File: src/rtl/ebi_arb_pkg.sv
// Shared constants and state encoding for the EBI bus arbiter.
package ebi_arb_pkg;

  localparam int unsigned ADDR_W = 16;
  localparam int unsigned DATA_W = 16;

  localparam logic [1:0] ST_IDLE_ENC   = 2'd0;
  localparam logic [1:0] ST_ACCESS_ENC = 2'd1;
  localparam logic [1:0] ST_TURN_ENC   = 2'd2;

  typedef enum logic [1:0] {
    S_IDLE   = ST_IDLE_ENC,
    S_ACCESS = ST_ACCESS_ENC,
    S_TURN   = ST_TURN_ENC
  } arb_state_e;

endpackage

File: src/rtl/ebi_arbiter_if.sv
// Requester handshake plus EBI pin bundle; slave = arbiter view, master = requesters/pins view.
interface ebi_arbiter_if
  import ebi_arb_pkg::*;
#(
  parameter int unsigned NUM_REQ = 2
);
  localparam int unsigned IDW = $clog2(NUM_REQ);

  logic [NUM_REQ-1:0]        req;
  logic [NUM_REQ-1:0]        req_we;
  logic [NUM_REQ*ADDR_W-1:0] req_addr;
  logic [NUM_REQ*DATA_W-1:0] req_wdata;
  logic [NUM_REQ-1:0]        req_ack;
  logic [DATA_W-1:0]         req_rdata;

  logic                      ebi_cs;
  logic                      ebi_rden;
  logic                      ebi_wren;
  logic [ADDR_W-1:0]         ebi_addr;
  logic [DATA_W-1:0]         ebi_dout;
  logic [DATA_W-1:0]         ebi_din;

  logic                      busy;
  logic [IDW-1:0]            grant_id;

  modport slave (
    input  req, req_we, req_addr, req_wdata, ebi_din,
    output req_ack, req_rdata, ebi_cs, ebi_rden, ebi_wren, ebi_addr, ebi_dout,
           busy, grant_id
  );

  modport master (
    output req, req_we, req_addr, req_wdata, ebi_din,
    input  req_ack, req_rdata, ebi_cs, ebi_rden, ebi_wren, ebi_addr, ebi_dout,
           busy, grant_id
  );

endinterface

File: src/rtl/ebi_rr_picker.sv
// Combinational winner selection: round-robin after `last`, or fixed lowest-index
// priority when EBI_ARB_FIXED_PRIO_EN is defined.
module ebi_rr_picker #(
  parameter int unsigned NUM_REQ = 2
) (
  input  logic [NUM_REQ-1:0]         req,
  input  logic [$clog2(NUM_REQ)-1:0] last,
  output logic                       valid,
  output logic [$clog2(NUM_REQ)-1:0] winner
);
  localparam int unsigned IDW = $clog2(NUM_REQ);

`ifdef EBI_ARB_FIXED_PRIO_EN
  logic unused_last;
  assign unused_last = ^last;

  // Descending scan so the lowest set index is the final assignment.
  always_comb begin
    valid  = 1'b0;
    winner = '0;
    for (int i = int'(NUM_REQ) - 1; i >= 0; i--) begin
      if (req[i]) begin
        valid  = 1'b1;
        winner = IDW'(i);
      end
    end
  end
`else
  // Descending offset scan so the requester closest after `last` wins.
  always_comb begin
    valid  = 1'b0;
    winner = '0;
    for (int i = int'(NUM_REQ); i >= 1; i--) begin
      if (req[(int'(last) + i) % int'(NUM_REQ)]) begin
        valid  = 1'b1;
        winner = IDW'((int'(last) + i) % int'(NUM_REQ));
      end
    end
  end
`endif

endmodule

File: src/rtl/ebi_arbiter.sv
// Round-robin EBI bus arbiter: grants one requester, runs the strobe sequence,
// returns a one-cycle ack. EBI_ARB_FIXED_PRIO_EN selects fixed priority instead.
module ebi_arbiter
  import ebi_arb_pkg::*;
#(
  parameter int unsigned NUM_REQ   = 2,
  parameter int unsigned WR_CYCLES = 1,
  parameter int unsigned RD_CYCLES = 9
) (
  input  logic           clk,
  input  logic           rst,
  ebi_arbiter_if.slave   bus
);
  localparam int unsigned IDW    = $clog2(NUM_REQ);
  localparam int unsigned MAX_CY = (WR_CYCLES > RD_CYCLES) ? WR_CYCLES : RD_CYCLES;
  localparam int unsigned CW     = $clog2(MAX_CY + 1);

  arb_state_e      state;
  logic [CW-1:0]   cnt;
  logic [IDW-1:0]  last;
  logic            pick_valid_c;
  logic [IDW-1:0]  pick_id_c;

  ebi_rr_picker #(
    .NUM_REQ (NUM_REQ)
  ) u_picker (
    .req    (bus.req),
    .last   (last),
    .valid  (pick_valid_c),
    .winner (pick_id_c)
  );

  // Arbitration FSM; every output is a register updated here.
  always_ff @(posedge clk) begin
    if (rst) begin
      state         <= S_IDLE;
      cnt           <= '0;
      last          <= IDW'(NUM_REQ - 1);
      bus.ebi_cs    <= 1'b1;
      bus.ebi_rden  <= 1'b1;
      bus.ebi_wren  <= 1'b1;
      bus.ebi_addr  <= '0;
      bus.ebi_dout  <= '0;
      bus.req_rdata <= '0;
      bus.req_ack   <= '0;
      bus.busy      <= 1'b0;
      bus.grant_id  <= '0;
    end else begin
      case (state)
        S_IDLE: begin
          if (pick_valid_c) begin
            bus.ebi_addr <= bus.req_addr[ADDR_W*int'(pick_id_c) +: ADDR_W];
            bus.ebi_dout <= bus.req_wdata[DATA_W*int'(pick_id_c) +: DATA_W];
            bus.ebi_cs   <= 1'b0;
            bus.ebi_wren <= ~bus.req_we[pick_id_c];
            bus.ebi_rden <= bus.req_we[pick_id_c];
            cnt          <= bus.req_we[pick_id_c] ? CW'(WR_CYCLES) : CW'(RD_CYCLES);
            bus.grant_id <= pick_id_c;
            bus.busy     <= 1'b1;
            state        <= S_ACCESS;
          end
        end
        S_ACCESS: begin
          if (cnt == CW'(1)) begin
            // A low rden marks the access in flight as a read.
            if (!bus.ebi_rden) begin
              bus.req_rdata <= bus.ebi_din;
            end
            bus.ebi_cs   <= 1'b1;
            bus.ebi_rden <= 1'b1;
            bus.ebi_wren <= 1'b1;
            bus.req_ack  <= NUM_REQ'(1) << bus.grant_id;
            last         <= bus.grant_id;
            state        <= S_TURN;
          end else begin
            cnt <= cnt - CW'(1);
          end
        end
        S_TURN: begin
          bus.req_ack <= '0;
          bus.busy    <= 1'b0;
          state       <= S_IDLE;
        end
        default: state <= S_IDLE;
      endcase
    end
  end

endmodule

File: src/flat_wrapper.sv
// flat-port wrapper written by rule: the top's interface ports become plain ports
module ebi_arbiter_flat import ebi_arb_pkg::*;
#(
  parameter int unsigned NUM_REQ   = 2,
  parameter int unsigned WR_CYCLES = 1,
  parameter int unsigned RD_CYCLES = 9
)
  (clk, rst, bus_req, bus_req_we, bus_req_addr, bus_req_wdata, bus_ebi_din, bus_req_ack, bus_req_rdata, bus_ebi_cs, bus_ebi_rden, bus_ebi_wren, bus_ebi_addr, bus_ebi_dout, bus_busy, bus_grant_id);
  ebi_arbiter_if #(.NUM_REQ(NUM_REQ)) bus_i ();
  input  logic clk;
  input  logic rst;
  input wire logic [$bits(bus_i.req)-1:0] bus_req;
  input wire logic [$bits(bus_i.req_we)-1:0] bus_req_we;
  input wire logic [$bits(bus_i.req_addr)-1:0] bus_req_addr;
  input wire logic [$bits(bus_i.req_wdata)-1:0] bus_req_wdata;
  input wire logic [$bits(bus_i.ebi_din)-1:0] bus_ebi_din;
  output wire logic [$bits(bus_i.req_ack)-1:0] bus_req_ack;
  output wire logic [$bits(bus_i.req_rdata)-1:0] bus_req_rdata;
  output wire logic [$bits(bus_i.ebi_cs)-1:0] bus_ebi_cs;
  output wire logic [$bits(bus_i.ebi_rden)-1:0] bus_ebi_rden;
  output wire logic [$bits(bus_i.ebi_wren)-1:0] bus_ebi_wren;
  output wire logic [$bits(bus_i.ebi_addr)-1:0] bus_ebi_addr;
  output wire logic [$bits(bus_i.ebi_dout)-1:0] bus_ebi_dout;
  output wire logic [$bits(bus_i.busy)-1:0] bus_busy;
  output wire logic [$bits(bus_i.grant_id)-1:0] bus_grant_id;
  assign bus_i.req = bus_req;
  assign bus_i.req_we = bus_req_we;
  assign bus_i.req_addr = bus_req_addr;
  assign bus_i.req_wdata = bus_req_wdata;
  assign bus_i.ebi_din = bus_ebi_din;
  assign bus_req_ack = bus_i.req_ack;
  assign bus_req_rdata = bus_i.req_rdata;
  assign bus_ebi_cs = bus_i.ebi_cs;
  assign bus_ebi_rden = bus_i.ebi_rden;
  assign bus_ebi_wren = bus_i.ebi_wren;
  assign bus_ebi_addr = bus_i.ebi_addr;
  assign bus_ebi_dout = bus_i.ebi_dout;
  assign bus_busy = bus_i.busy;
  assign bus_grant_id = bus_i.grant_id;
  ebi_arbiter #(.NUM_REQ(NUM_REQ), .WR_CYCLES(WR_CYCLES), .RD_CYCLES(RD_CYCLES)) u_core (.clk(clk), .rst(rst), .bus(bus_i));
endmodule
File: config.mk
export PLATFORM = sky130hd
export DESIGN_NAME = ebi_arbiter_flat
export DESIGN_NICKNAME = d
export VERILOG_FILES = /design/src/rtl/ebi_arb_pkg.sv /design/src/rtl/ebi_arbiter_if.sv /design/src/rtl/ebi_rr_picker.sv /design/src/rtl/ebi_arbiter.sv /design/src/flat_wrapper.sv
export SDC_FILE = /design/constraint.sdc
export NUM_CORES = 1
export LEC_CHECK = 0
export ABC_AREA = 1
export CORE_MARGIN = 8
export CORE_UTILIZATION = 43
export DETAILED_ROUTE_END_ITERATION = 10
export GPL_ROUTABILITY_DRIVEN = 0
export GPL_TIMING_DRIVEN = 0
export PLACE_DENSITY = 0.93
export SLEW_MARGIN = 5
export SYNTH_ARGS = -nofsm -noshare
export SYNTH_HDL_FRONTEND = slang
export SYNTH_SLANG_ARGS = --single-unit
File: constraint.sdc
create_clock -name clk -period 2.3 [get_ports clk]
set_clock_uncertainty 0.15 [all_clocks]
set_input_delay 0.46 -clock clk [delete_from_list [all_inputs] [get_ports clk]]
set_output_delay 0.46 -clock clk [all_outputs]
set_load 0.03 [all_outputs]
==> reports/qor.csv, run 1 <==
stage,metric,value,unit
worst_setup_path,startpoint,u_core.bus.ebi_rden,
drt,ant_nets,0,
placement,dpl-instance-area,4298,sq um
logic_synthesis,syn-num-nets,505,
global_route,grt_overflow,0,
worst_setup_path,cp_num_buf_inv,1,
sta,worst_pin_slew,431.6,ps
clock_tree,cts_tree,done,
worst_setup_path,cp_top_family,buffers and inverters,
worst_setup_path,crit_type,flip-flop to output pin,
worst_setup_path,r2r_slack,750,ps
clock_tree,cts_max_level,3,
logic_synthesis,yosys.cell_types.count,23,
worst_setup_path,rr_endpoint,u_core.bus.req_rdata[9],
sta,finalCritPeriodShare,95.13,%
clock_tree,cts_buffers,9,
die,die-area,9378,sq um
logic_synthesis,synthMuxAreaShare,0,%
global_route,antenna_found_initial,0,
die,rows,29,
min_path,hp-class,input pin to flip-flop,
worst_setup_path,worst_path_max_delay_cell,clkdlybuf4s50_1,
global_route,grt_max_degree,11,
placement,dp_hpwl,7042,um
min_path,hp-start,rst,
die,die_x,96.84,um
placement,io_buffer_count,139,
status,outcome,"complete, no violations",
logic_synthesis,synth_adder_area_share,0.8905,%
clock_tree,clk_path_buf_depth,2,
power_and_ir_drop,power_density,710.2,nW/um^2
clock_tree,clk-insertion-delay-late,330,ps
clock_tree,cts_hold_buffers,0,
worst_setup_path,rr_startpoint,u_core.cnt[1],
drt,dr.pass1.iters,4,
sta,fmax,457.0,MHz
logic_synthesis,synth.yosys.seq_area_share,44.17,%
global_route,grt_pass1_vias,3201,
drt,wl_per_cell,13.71,um
finish,diodes,0,
logic_synthesis,syn_avg_cell_area,6.739,sq um
drt,wirelength,8896,um
job,cap_viol_max_count,0,
sta,hold_violations,0,
die,initial_core_util,44.26,%
die,core,6350,sq um
logic_synthesis,synth_compound_area_share,7.703,%
finish,final_cell_area,4479,sq um
finish,final_common_cell,clkdlybuf4s50_1,
finish,fin_nets,655,
clock_tree,cts_resized,0,
sta,setup_viol,0,
logic_synthesis,synth_area,2810,sq um
worst_setup_path,rr_worst_depth,9,
logic_synthesis,synth_area_leaders,"dfxtp_1, nand2_1, nor2_1",
logic_synthesis,yosys_warnings,0,
global_route,grt_util_all_layers,18.68,%
global_route,use_met2,31.82,%
worst_setup_path,arrival,1580,ps
clock_tree,clk_root_buffer_cell,clkbuf_8,
logic_synthesis,synthCells,417,
global_route,grt_pass1_wl,14670,um
worst_setup_path,cp_max_fo,4,
die,die_h,96.84,um
logic_synthesis,synth_top_area_share,44.17,%
worst_setup_path,startpoint_type,flip-flop,
logic_synthesis,synth-simple-area-share,41.36,%
clock_tree,clkTransAtPathRegs,70,ps
die,io_pins,141,
worst_setup_path,cp-end-kind,output pin,
power_and_ir_drop,p_leak,2.010,nW
global_route,grt.busiest_layer,met2,
drt,drc_errors,0,
logic_synthesis,synth_seq_cells,62,
worst_setup_path,cp.depth,1,
clock_tree,postCtsSetupBuffers,0,
drt,drt_iter0_markers,114,
sta,report.final.slew_viol_count,0,
drt,via_per_inst,4.841,
global_route,grt_use_met3,7.824,%
sta,rsz0062_at_grt,false,
finish,drive_above_1_share,8.566,%
drt,via_count,3142,
sta,min_period,2188,ps
logic_synthesis,synthXorXnorAreaFrac,0.3117,%
logic_synthesis,synth_area_leader_cell,dfxtp_1,
worst_setup_path,cp_data_required_time,1690,ps
logic_synthesis,synth_top_family_by_area,simple AND/OR/NAND/NOR gates,
finish,final_cell_mix,"clkdlybuf4s50_1, nand2_1, nor2_1",
clock_tree,cts_num_sinks,62,
global_route,grtUsageMet1,19.72,%
power_and_ir_drop,ir_worst_vdd,0.4324,mV
sta,fin_tns_setup,0,ps
sta,relSlewSlack,71.23,%
worst_setup_path,cp_slowest_stage_delay,740,ps
worst_setup_path,worstSetupEndpoint,bus_ebi_rden,
worst_setup_path,crit_chain,clkdlybuf4s50_1,
finish,area.growth.synth_to_final,59.39,%
==> flip-flops by register name, indices dropped and copies added, names as in the netlist <==
signal	cells
u_core.bus.busy	1
u_core.bus.ebi_addr	16
u_core.bus.ebi_cs	1
u_core.bus.ebi_dout	16
u_core.bus.ebi_rden	1
u_core.bus.ebi_wren	1
u_core.bus.grant_id	1
u_core.bus.req_ack	2
u_core.bus.req_rdata	16
u_core.cnt	4
u_core.last	1
u_core.state	2
==> layer usage <==
layer | up-vias | routed length, um
met5 | - | 0
met4 | 0 | 170
met3 | 17 | 765
met2 | 127 | 4235
met1 | 1398 | 3724
li1 | 1600 | -
==> cells by family (layout without fill, tap and decap cells) <==
group                      count (synthesis)  after routing
buffers and inverters                     33            188
and+or+nand+nor                          277            277
AOI/OAI and AO/OA                         42             42
xor gates and xnor gates                   1              1
DFF                                       62             62
adders and majority gates                  2              2
==> worst min path at each step <==
stage                           to  slack, ps  cells past startpoint
2_1_floorplan          u_core.last        280                      2
3_3_place_gp     u_core.bus.ebi_cs        290                      2
3_5_place_dp     u_core.bus.ebi_cs        300                      2
4_1_cts            u_core.bus.busy        240                      2
5_1_grt        u_core.bus.grant_id        270                      2
6_report           u_core.bus.busy        260                      2
==> report_power, final <==
part	switching, mW	total (mW)	internal (mW)
registers	0.0691	1.26	1.19
clock network	0.406	0.900	0.493
logic	0.578	1.02	0.442
total	1.05	3.18	2.13
==> synth_stat cells <==
master / instances
a21oi_1: 7
nor2_1: 101
nand2_1: 138
nand2_2: 2
inv_1: 8
xnor2_1: 1
nand3_1: 9
inv_2: 2
nor2_2: 8
nor2_4: 1
nor2_8: 1
o21ai_0: 33
ha_1: 2
or2_2: 1
o21ai_2: 1
dfxtp_1: 62
clkbuf_1: 4
clkbuf_2: 2
o21bai_1: 1
buf_2: 15
buf_4: 1
buf_6: 1
nand3b_1: 16
==> per-stage QoR <==
step	setup WS [ps]	cells	hold slack [ps]	util [%]	total power [mW]
2_1_floorplan	863.8	417	278.7	-	1.846
3_5_place_dp	214.3	633	295.5	67.68	2.305
3_3_place_gp	245.6	633	290.2	67.68	2.279
6_report	112.0	649	257.6	70.54	3.181
4_1_cts	78.76	649	239.9	70.54	3.213
5_1_grt	57.95	649	265.6	70.54	3.354
==> cell type report <==
cell class / count / area [sq um]
fillers: 542 / 1871
multi-input cells: 322 / 1413
repair buffers: 139 / 1391
flip-flops and latches: 62 / 1241
clock buffers: 11 / 131.4
plain buffers: 23 / 118.9
well taps: 77 / 96.34
clock inverters: 5 / 50.05
inverters: 10 / 37.54
No activity file was read; power rests on OpenSTA's default activity.
==> run 2: changes to the inputs <==
Settings changed: CTS_CLUSTER_DIAMETER from default to 100.
==> results of run 2 <==
Same layout as run 1: the final DEF is identical, and so are final timing and power.
